<file path="src/rtl/me_pkg.sv">
// me_pkg: shared motion-estimation types and width helpers.
// Used by sad_row_tree and sad_best_select.
package me_pkg;

    localparam int PIXEL_WIDTH = 8;

    // Width that holds the sum of row_pixels*block_rows absolute pixel differences
    function automatic int sad_width(input int pixel_width, input int row_pixels,
                                     input int block_rows);
        return pixel_width + $clog2(row_pixels * block_rows);
    endfunction

    // Width of a counter/index covering 0..count-1 (at least one bit)
    function automatic int idx_width(input int count);
        return (count > 1) ? $clog2(count) : 1;
    endfunction

    typedef enum logic [1:0] {
        IDLE  = 2'd0,
        RUN   = 2'd1,
        DRAIN = 2'd2
    } state_e;

    // Position flags that travel alongside each row through the pipeline
    typedef struct packed {
        logic first;
        logic last;
        logic search_last;
    } row_tag_t;

endpackage

</file>
<file path="src/rtl/sad_row_tree.sv">
// sad_row_tree: two-stage row SAD. Stage 1 registers the per-pixel absolute
// differences, stage 2 registers their sum. flush_i drops the row in flight
// in stage 1 so it never reaches the output.
module sad_row_tree #(
    parameter int  PIXEL_WIDTH = me_pkg::PIXEL_WIDTH,
    parameter int  ROW_PIXELS  = 16,
    localparam int ROW_W       = ROW_PIXELS * PIXEL_WIDTH,
    localparam int SUM_W       = me_pkg::sad_width(PIXEL_WIDTH, ROW_PIXELS, 1)
) (
    input  logic             clk_i,
    input  logic             rst_ni,
    input  logic             flush_i,
    input  logic             valid_i,
    input  logic [ROW_W-1:0] ref_row_i,
    input  logic [ROW_W-1:0] cur_row_i,
    output logic [SUM_W-1:0] sum_o,
    output logic             sum_valid_o
);
    import me_pkg::*;

    logic [PIXEL_WIDTH-1:0] diff_d [ROW_PIXELS];
    logic [PIXEL_WIDTH-1:0] diff_q [ROW_PIXELS];
    logic                   diff_valid_q;
    logic [SUM_W-1:0]       sum_d;
    logic [SUM_W-1:0]       sum_q;
    logic                   sum_valid_q;

    // Absolute difference of each pixel pair (larger minus smaller, never wraps)
    always_comb begin
        for (int p = 0; p < ROW_PIXELS; p++) begin
            diff_d[p] = (ref_row_i[p*PIXEL_WIDTH +: PIXEL_WIDTH] > cur_row_i[p*PIXEL_WIDTH +: PIXEL_WIDTH])
                      ? ref_row_i[p*PIXEL_WIDTH +: PIXEL_WIDTH] - cur_row_i[p*PIXEL_WIDTH +: PIXEL_WIDTH]
                      : cur_row_i[p*PIXEL_WIDTH +: PIXEL_WIDTH] - ref_row_i[p*PIXEL_WIDTH +: PIXEL_WIDTH];
        end
    end

    // Stage 1: capture the differences of an accepted row
    always_ff @(posedge clk_i or negedge rst_ni) begin
        if (!rst_ni) begin
            diff_valid_q <= 1'b0;
            diff_q       <= '{default: '0};
        end else begin
            diff_valid_q <= valid_i;
            if (valid_i) diff_q <= diff_d;
        end
    end

    // Adder tree over the registered differences, widened so it cannot overflow
    always_comb begin
        sum_d = '0;
        for (int p = 0; p < ROW_PIXELS; p++) sum_d = sum_d + SUM_W'(diff_q[p]);
    end

    // Stage 2: register the row sum; a flush discards the stage-1 row
    always_ff @(posedge clk_i or negedge rst_ni) begin
        if (!rst_ni) begin
            sum_valid_q <= 1'b0;
            sum_q       <= '0;
        end else begin
            sum_valid_q <= diff_valid_q & ~flush_i;
            if (diff_valid_q) sum_q <= sum_d;
        end
    end

    assign sum_o       = sum_q;
    assign sum_valid_o = sum_valid_q;

endmodule

</file>
<file path="src/rtl/sad_best_select.sv">
// sad_best_select: accumulates row SADs per candidate block and keeps the
// lowest one over a search, reporting it with a done pulse.
// Optional macro SAD_CAND_OUT_EN adds per-candidate SAD outputs.
module sad_best_select #(
    parameter int  PIXEL_WIDTH = me_pkg::PIXEL_WIDTH,
    parameter int  ROW_PIXELS  = 16,
    parameter int  BLOCK_ROWS  = 16,
    parameter int  NUM_CAND    = 49,
    localparam int ROW_W       = ROW_PIXELS * PIXEL_WIDTH,
    localparam int SAD_W       = me_pkg::sad_width(PIXEL_WIDTH, ROW_PIXELS, BLOCK_ROWS),
    localparam int IDX_W       = me_pkg::idx_width(NUM_CAND)
) (
    input  logic             clk_i,
    input  logic             rst_ni,
    input  logic             start_i,
    input  logic             row_valid_i,
    input  logic [ROW_W-1:0] ref_row_i,
    input  logic [ROW_W-1:0] cur_row_i,
    output logic             busy_o,
    output logic             done_o,
    output logic [SAD_W-1:0] sad_o,
    output logic [IDX_W-1:0] best_idx_o
`ifdef SAD_CAND_OUT_EN
    ,
    output logic [SAD_W-1:0] cand_sad_o,
    output logic             cand_valid_o
`endif
);
    import me_pkg::*;

    localparam int SUM_W     = sad_width(PIXEL_WIDTH, ROW_PIXELS, 1);
    localparam int ROW_CNT_W = idx_width(BLOCK_ROWS);
    localparam logic [ROW_CNT_W-1:0] LAST_ROW  = ROW_CNT_W'(BLOCK_ROWS - 1);
    localparam logic [IDX_W-1:0]     LAST_CAND = IDX_W'(NUM_CAND - 1);

    state_e               state_q, state_d;
    logic                 accept;
    logic [ROW_CNT_W-1:0] row_cnt_q, row_cur;
    logic [IDX_W-1:0]     cand_cnt_q, cand_cur;
    row_tag_t             tag_in, tag_s1_q, tag_s2_q;
    logic [SUM_W-1:0]     row_sum;
    logic                 row_sum_valid;
    logic [SAD_W-1:0]     acc_q;
    logic                 acc_valid_q, acc_last_q, acc_search_last_q;
    logic                 cand_final, new_best;
    logic [SAD_W-1:0]     best_sad_q, sad_q;
    logic [IDX_W-1:0]     best_idx_q, cmp_cand_q, best_idx_out_q;
    logic                 done_q;

    // Row acceptance and the position of the row being accepted; a start
    // restarts the position at row 0 of candidate 0
    always_comb begin
        accept             = row_valid_i & (start_i | (state_q == RUN));
        row_cur            = start_i ? '0 : row_cnt_q;
        cand_cur           = start_i ? '0 : cand_cnt_q;
        tag_in.first       = (row_cur == '0);
        tag_in.last        = (row_cur == LAST_ROW);
        tag_in.search_last = (row_cur == LAST_ROW) & (cand_cur == LAST_CAND);
    end

    // Row/candidate counters advance only on accepted rows
    always_ff @(posedge clk_i or negedge rst_ni) begin
        if (!rst_ni) begin
            row_cnt_q  <= '0;
            cand_cnt_q <= '0;
        end else begin
            if (start_i) begin
                row_cnt_q  <= '0;
                cand_cnt_q <= '0;
            end
            if (accept) begin
                if (row_cur == LAST_ROW) begin
                    row_cnt_q  <= '0;
                    cand_cnt_q <= cand_cur + 1'b1;
                end else begin
                    row_cnt_q  <= row_cur + 1'b1;
                end
            end
        end
    end

    // Position flags follow the row through the two tree stages
    always_ff @(posedge clk_i or negedge rst_ni) begin
        if (!rst_ni) begin
            tag_s1_q <= '0;
            tag_s2_q <= '0;
        end else begin
            tag_s1_q <= tag_in;
            tag_s2_q <= tag_s1_q;
        end
    end

    sad_row_tree #(
        .PIXEL_WIDTH (PIXEL_WIDTH),
        .ROW_PIXELS  (ROW_PIXELS)
    ) u_row_tree (
        .clk_i       (clk_i),
        .rst_ni      (rst_ni),
        .flush_i     (start_i),
        .valid_i     (accept),
        .ref_row_i   (ref_row_i),
        .cur_row_i   (cur_row_i),
        .sum_o       (row_sum),
        .sum_valid_o (row_sum_valid)
    );

    // Block accumulator: reloads on a candidate's first row so it never overflows
    always_ff @(posedge clk_i or negedge rst_ni) begin
        if (!rst_ni) begin
            acc_q             <= '0;
            acc_valid_q       <= 1'b0;
            acc_last_q        <= 1'b0;
            acc_search_last_q <= 1'b0;
        end else if (start_i) begin
            acc_q             <= '0;
            acc_valid_q       <= 1'b0;
            acc_last_q        <= 1'b0;
            acc_search_last_q <= 1'b0;
        end else begin
            acc_valid_q       <= row_sum_valid;
            acc_last_q        <= tag_s2_q.last;
            acc_search_last_q <= tag_s2_q.search_last;
            if (row_sum_valid) begin
                acc_q <= tag_s2_q.first ? SAD_W'(row_sum) : acc_q + SAD_W'(row_sum);
            end
        end
    end

    assign cand_final = acc_valid_q & acc_last_q;
    assign new_best   = (acc_q < best_sad_q);

    // Best compare: strictly-less keeps the lowest index on ties; the final
    // candidate publishes the result and raises done
    always_ff @(posedge clk_i or negedge rst_ni) begin
        if (!rst_ni) begin
            best_sad_q     <= '1;
            best_idx_q     <= '0;
            cmp_cand_q     <= '0;
            done_q         <= 1'b0;
            sad_q          <= '0;
            best_idx_out_q <= '0;
        end else if (start_i) begin
            best_sad_q <= '1;
            best_idx_q <= '0;
            cmp_cand_q <= '0;
            done_q     <= 1'b0;
        end else begin
            done_q <= cand_final & acc_search_last_q;
            if (cand_final) begin
                cmp_cand_q <= cmp_cand_q + 1'b1;
                if (new_best) begin
                    best_sad_q <= acc_q;
                    best_idx_q <= cmp_cand_q;
                end
                if (acc_search_last_q) begin
                    sad_q          <= new_best ? acc_q : best_sad_q;
                    best_idx_out_q <= new_best ? cmp_cand_q : best_idx_q;
                end
            end
        end
    end

`ifdef SAD_CAND_OUT_EN
    logic [SAD_W-1:0] cand_sad_q;
    logic             cand_valid_q;

    // Per-candidate SAD pulse, emitted alongside that candidate's compare
    always_ff @(posedge clk_i or negedge rst_ni) begin
        if (!rst_ni) begin
            cand_sad_q   <= '0;
            cand_valid_q <= 1'b0;
        end else if (start_i) begin
            cand_valid_q <= 1'b0;
        end else begin
            cand_valid_q <= cand_final;
            if (cand_final) cand_sad_q <= acc_q;
        end
    end

    assign cand_sad_o   = cand_sad_q;
    assign cand_valid_o = cand_valid_q;
`else
    // Per-candidate outputs are not built in this configuration
`endif

    // State register
    always_ff @(posedge clk_i or negedge rst_ni) begin
        if (!rst_ni) state_q <= IDLE;
        else         state_q <= state_d;
    end

    // Next state: start always (re)enters RUN; DRAIN ends with the done pulse
    always_comb begin
        state_d = state_q;
        if (start_i) begin
            state_d = (accept && tag_in.search_last) ? DRAIN : RUN;
        end else begin
            case (state_q)
                RUN:     if (accept && tag_in.search_last) state_d = DRAIN;
                DRAIN:   if (done_q) state_d = IDLE;
                default: state_d = state_q;
            endcase
        end
    end

    assign busy_o     = (state_q != IDLE);
    assign done_o     = done_q;
    assign sad_o      = sad_q;
    assign best_idx_o = best_idx_out_q;

endmodule

</file>
<file path="config.mk">
export PLATFORM = sky130hd
export DESIGN_NAME = sad_best_select
export DESIGN_NICKNAME = d
export VERILOG_FILES = /design/src/rtl/me_pkg.sv /design/src/rtl/sad_row_tree.sv /design/src/rtl/sad_best_select.sv
export SDC_FILE = /design/constraint.sdc
export NUM_CORES = 1
export LEC_CHECK = 0
export CAP_MARGIN = 25
export CORE_UTILIZATION = 59
export CTS_CLUSTER_SIZE = 20
export DETAILED_ROUTE_END_ITERATION = 10
export PLACE_DENSITY = 0.83
export SLEW_MARGIN = 10
export SYNTH_ARGS = -nofsm -noshare
export SYNTH_HDL_FRONTEND = slang
export SYNTH_HIERARCHICAL = 1
export SYNTH_SLANG_ARGS = --single-unit
export TNS_END_PERCENT = 20
</file>
<file path="constraint.sdc">
create_clock -name clk_i -period 7.3 [get_ports clk_i]
set_input_delay 1.46 -clock clk_i [delete_from_list [all_inputs] [get_ports clk_i]]
set_output_delay 1.46 -clock clk_i [all_outputs]
set_load 0.02 [all_outputs]
</file>
==> metrics <==
Pre-antenna DRT Iters 6; CTS tree built; reg2reg path depth 17; die width 213 microns; asr flop ratio synth 1.00; Worst setup startpoint u_row_tree/diff_q[98]; slowest stage delay, CP 0.56 ns; FF+latch count, synth 230; Syn Nets 3873; Post-synth EDFFs 0; Ports 284; crit path kind flip-flop to flip-flop; row count 77; Final Slew Violations 0; Setup crit end u_row_tree/sum_o[10]; final period utilization 0.784; Detailed Place HPWL 59.7 mm; achievable frequency 0.175 GHz; Tightest Pin Transition 0.874 ns; sequential cell area fraction in the yosys report 0.219; share of cells above drive strength 1 0.0432; Overflow after GRT 0; worst-skew pair later-pin latency 0.55 ns; initial antenna violation count 4; area of the mapped netlist 26300 sq um; Vias 24600; die area 45500 sq um; final setup margin 1.58 ns; Avg Inst Size Synth 8.28 sq um; clk buf depth 3; Slew Limit Headroom 0.417; vias per cell 6.19; Critical Path Fanout Max 3; Distinct cells, synth 76; final setup fails 0; Crit path required time 7.73 ns; worst min path class flip-flop to flip-flop; worst-path cell chain fa_1 -> inv_1 -> fa_1 -> inv_1 -> fa_1 -> inv_1 -> fa_1 -> fa_1 -> fa_1 -> inv_1 -> ha_1 -> fa_1 -> a21o_1 -> a21o_1 -> a2111oi_0 -> or4b_2 -> nand3_1; Worst-path clk slew 0.06 ns; CP Launch Type flip-flop; Final min period 5.72 ns; clock root cell clkbuf_16; area leader, netlist dfrtp_1; Crit. End Element flip-flop; Starting Density 0.597; CP max stage cell fa_1; Synth top area share 0.203; TritonCTS Buffers 27; Final Net Count 4049; setup TNS 0 ns; CTS HTree Levels 1; Worst Skew 0.0101 ns; run status finished clean; largest net degree at the start of global routing 125; R2R Setup Slk 1.58 ns; DRC Markers 0; top cells by area, synth dfrtp_1, ha_1, fa_1; vias in the first global route 24400; Die H 213 microns; post-cts gate resize count 0; synth warn 6; routability cong. 0.965; total track usage 0.331; wire per inst 19.1 microns; pre-CTS setup slack 1.63 ns; Post-Layout Cell Count 3972; top_reg_cell synth dfrtp_1; final WL 75.8 mm; Hold WS 0.352 ns; endpoints failing hold 0; worst flop-to-flop path startpoint u_row_tree/diff_q[98]; Final ANT Viol Nets 0; setup bufs post-CTS 0; # hold bufs at CTS 0; clock sink total 230; PortBufs 283; most used cell, CP fa_1; Area growth, synth to finish 15.4%; DR iter-0 viols 1933; cell count after synthesis 3179; reg-to-reg endpoint u_row_tree/sum_o[10]; crit path DAT 6.15 ns; Inst Count DP 3917; core area 44100 sq um; max cap viols 0; global-route wire length before repair 122 mm; RSZ-0062 raised after global routing no
synth_stat cells, types with 27 or more instances:
cell       number
inv_1         481
ha_1          293
a21oi_1       214
dfrtp_1       214
nand2_1       193
o21ai_0       192
nor2_1        183
fa_1          141
a21o_1         82
and2_1         79
buf_2          74
or3_1          74
clkbuf_1       63
nand4_1        63
nand3b_1       61
a211oi_1       56
nand3_1        52
o2111ai_1      50
o211ai_1       48
mux2i_1        41
or4_1          41
and3_1         39
nand2b_1       33
nor3_1         33
a211o_1        28
o311ai_0       27
stage by stage:
| step | cell area, sq um | util |
|---|---|---|
| floorplan | 26300 | - |
| global placement | 29300 | 0.664 |
| detailed placement | 29300 | 0.665 |
| CTS | 30400 | 0.688 |
| global route | 30400 | 0.689 |
| finish | 30400 | 0.689 |
flip-flops by register name (all words and copies together), names as in the netlist, 3 cells and up:
name / cells
tag_s2_q: 3
u_row_tree/diff_q: 128
tag_s1_q: 3
row_cnt_q: 4
best_idx_q: 6
acc_q: 16
sad_o: 16
u_row_tree/sum_o: 12
cmp_cand_q: 6
cand_cnt_q: 6
best_idx_o: 6
best_sad_q: 16
cells by family after synthesis:
kind of cell	Yosys count	synth area share
fa+ha+maj	434	0.246
simple gates	932	0.190
xor+xnor	21	0.00699
compound gates	871	0.220
buf+inv	636	0.0962
mux	55	0.0216
flops	230	0.219
routing by layer:
| metal | vias up | routed length (microns) | GRT usage |
|---|---|---|---|
| met5 | - | 18 | 0 |
| met4 | 2 | 3590 | 0.144 |
| met3 | 199 | 4640 | 0.0421 |
| met2 | 957 | 37400 | 0.580 |
| met1 | 11900 | 30100 | 0.408 |
| li1 | 11500 | - | - |
worst min path at each step:
stage / from / endpoint / slack (ns) / cells after the start
after floorplan: tag_s1_q[0] / tag_s2_q[0] / 0.33 / 0
after global placement: tag_s1_q[1] / tag_s2_q[1] / 0.33 / 0
after detailed placement: tag_s1_q[1] / tag_s2_q[1] / 0.34 / 0
after CTS: tag_s1_q[1] / tag_s2_q[1] / 0.36 / 0
after global routing: tag_s1_q[1] / tag_s2_q[1] / 0.36 / 0
final: tag_s1_q[1] / tag_s2_q[1] / 0.35 / 0
critical path, delay by kind of cell (launching register included):
family	cells	cell delay (ns)
adders and majority gates	8	3.74
AOI/OAI and AO/OA	3	0.91
DFF	1	0.40
and+or+nand+nor	2	0.30
buffers and inverters	4	0.25
cells in the final DEF, fill, tap and decap left out, types with 79 or more instances in the layout:
master / instances
inv_1: 479
ha_1: 293
clkdlybuf4s50_1: 281
a21oi_1: 214
dfrtp_1: 214
nand2_1: 193
o21ai_0: 192
nor2_1: 183
fa_1: 141
a21o_1: 82
and2_1: 79
layout make-up:
class / instances / area [sq um]
clock buffers: 36 / 739
fillers: 3559 / 13700
multi-input cells: 2313 / 18000
well taps: 592 / 741
flip-flops and latches: 230 / 5780
repair buffers: 302 / 3010
clock inverters: 14 / 285
inverters: 481 / 1820
diodes: 4 / 10.0
Power is not shown: default switching activity piles up to over one toggle a cycle in this logic, so the estimate is an artifact.
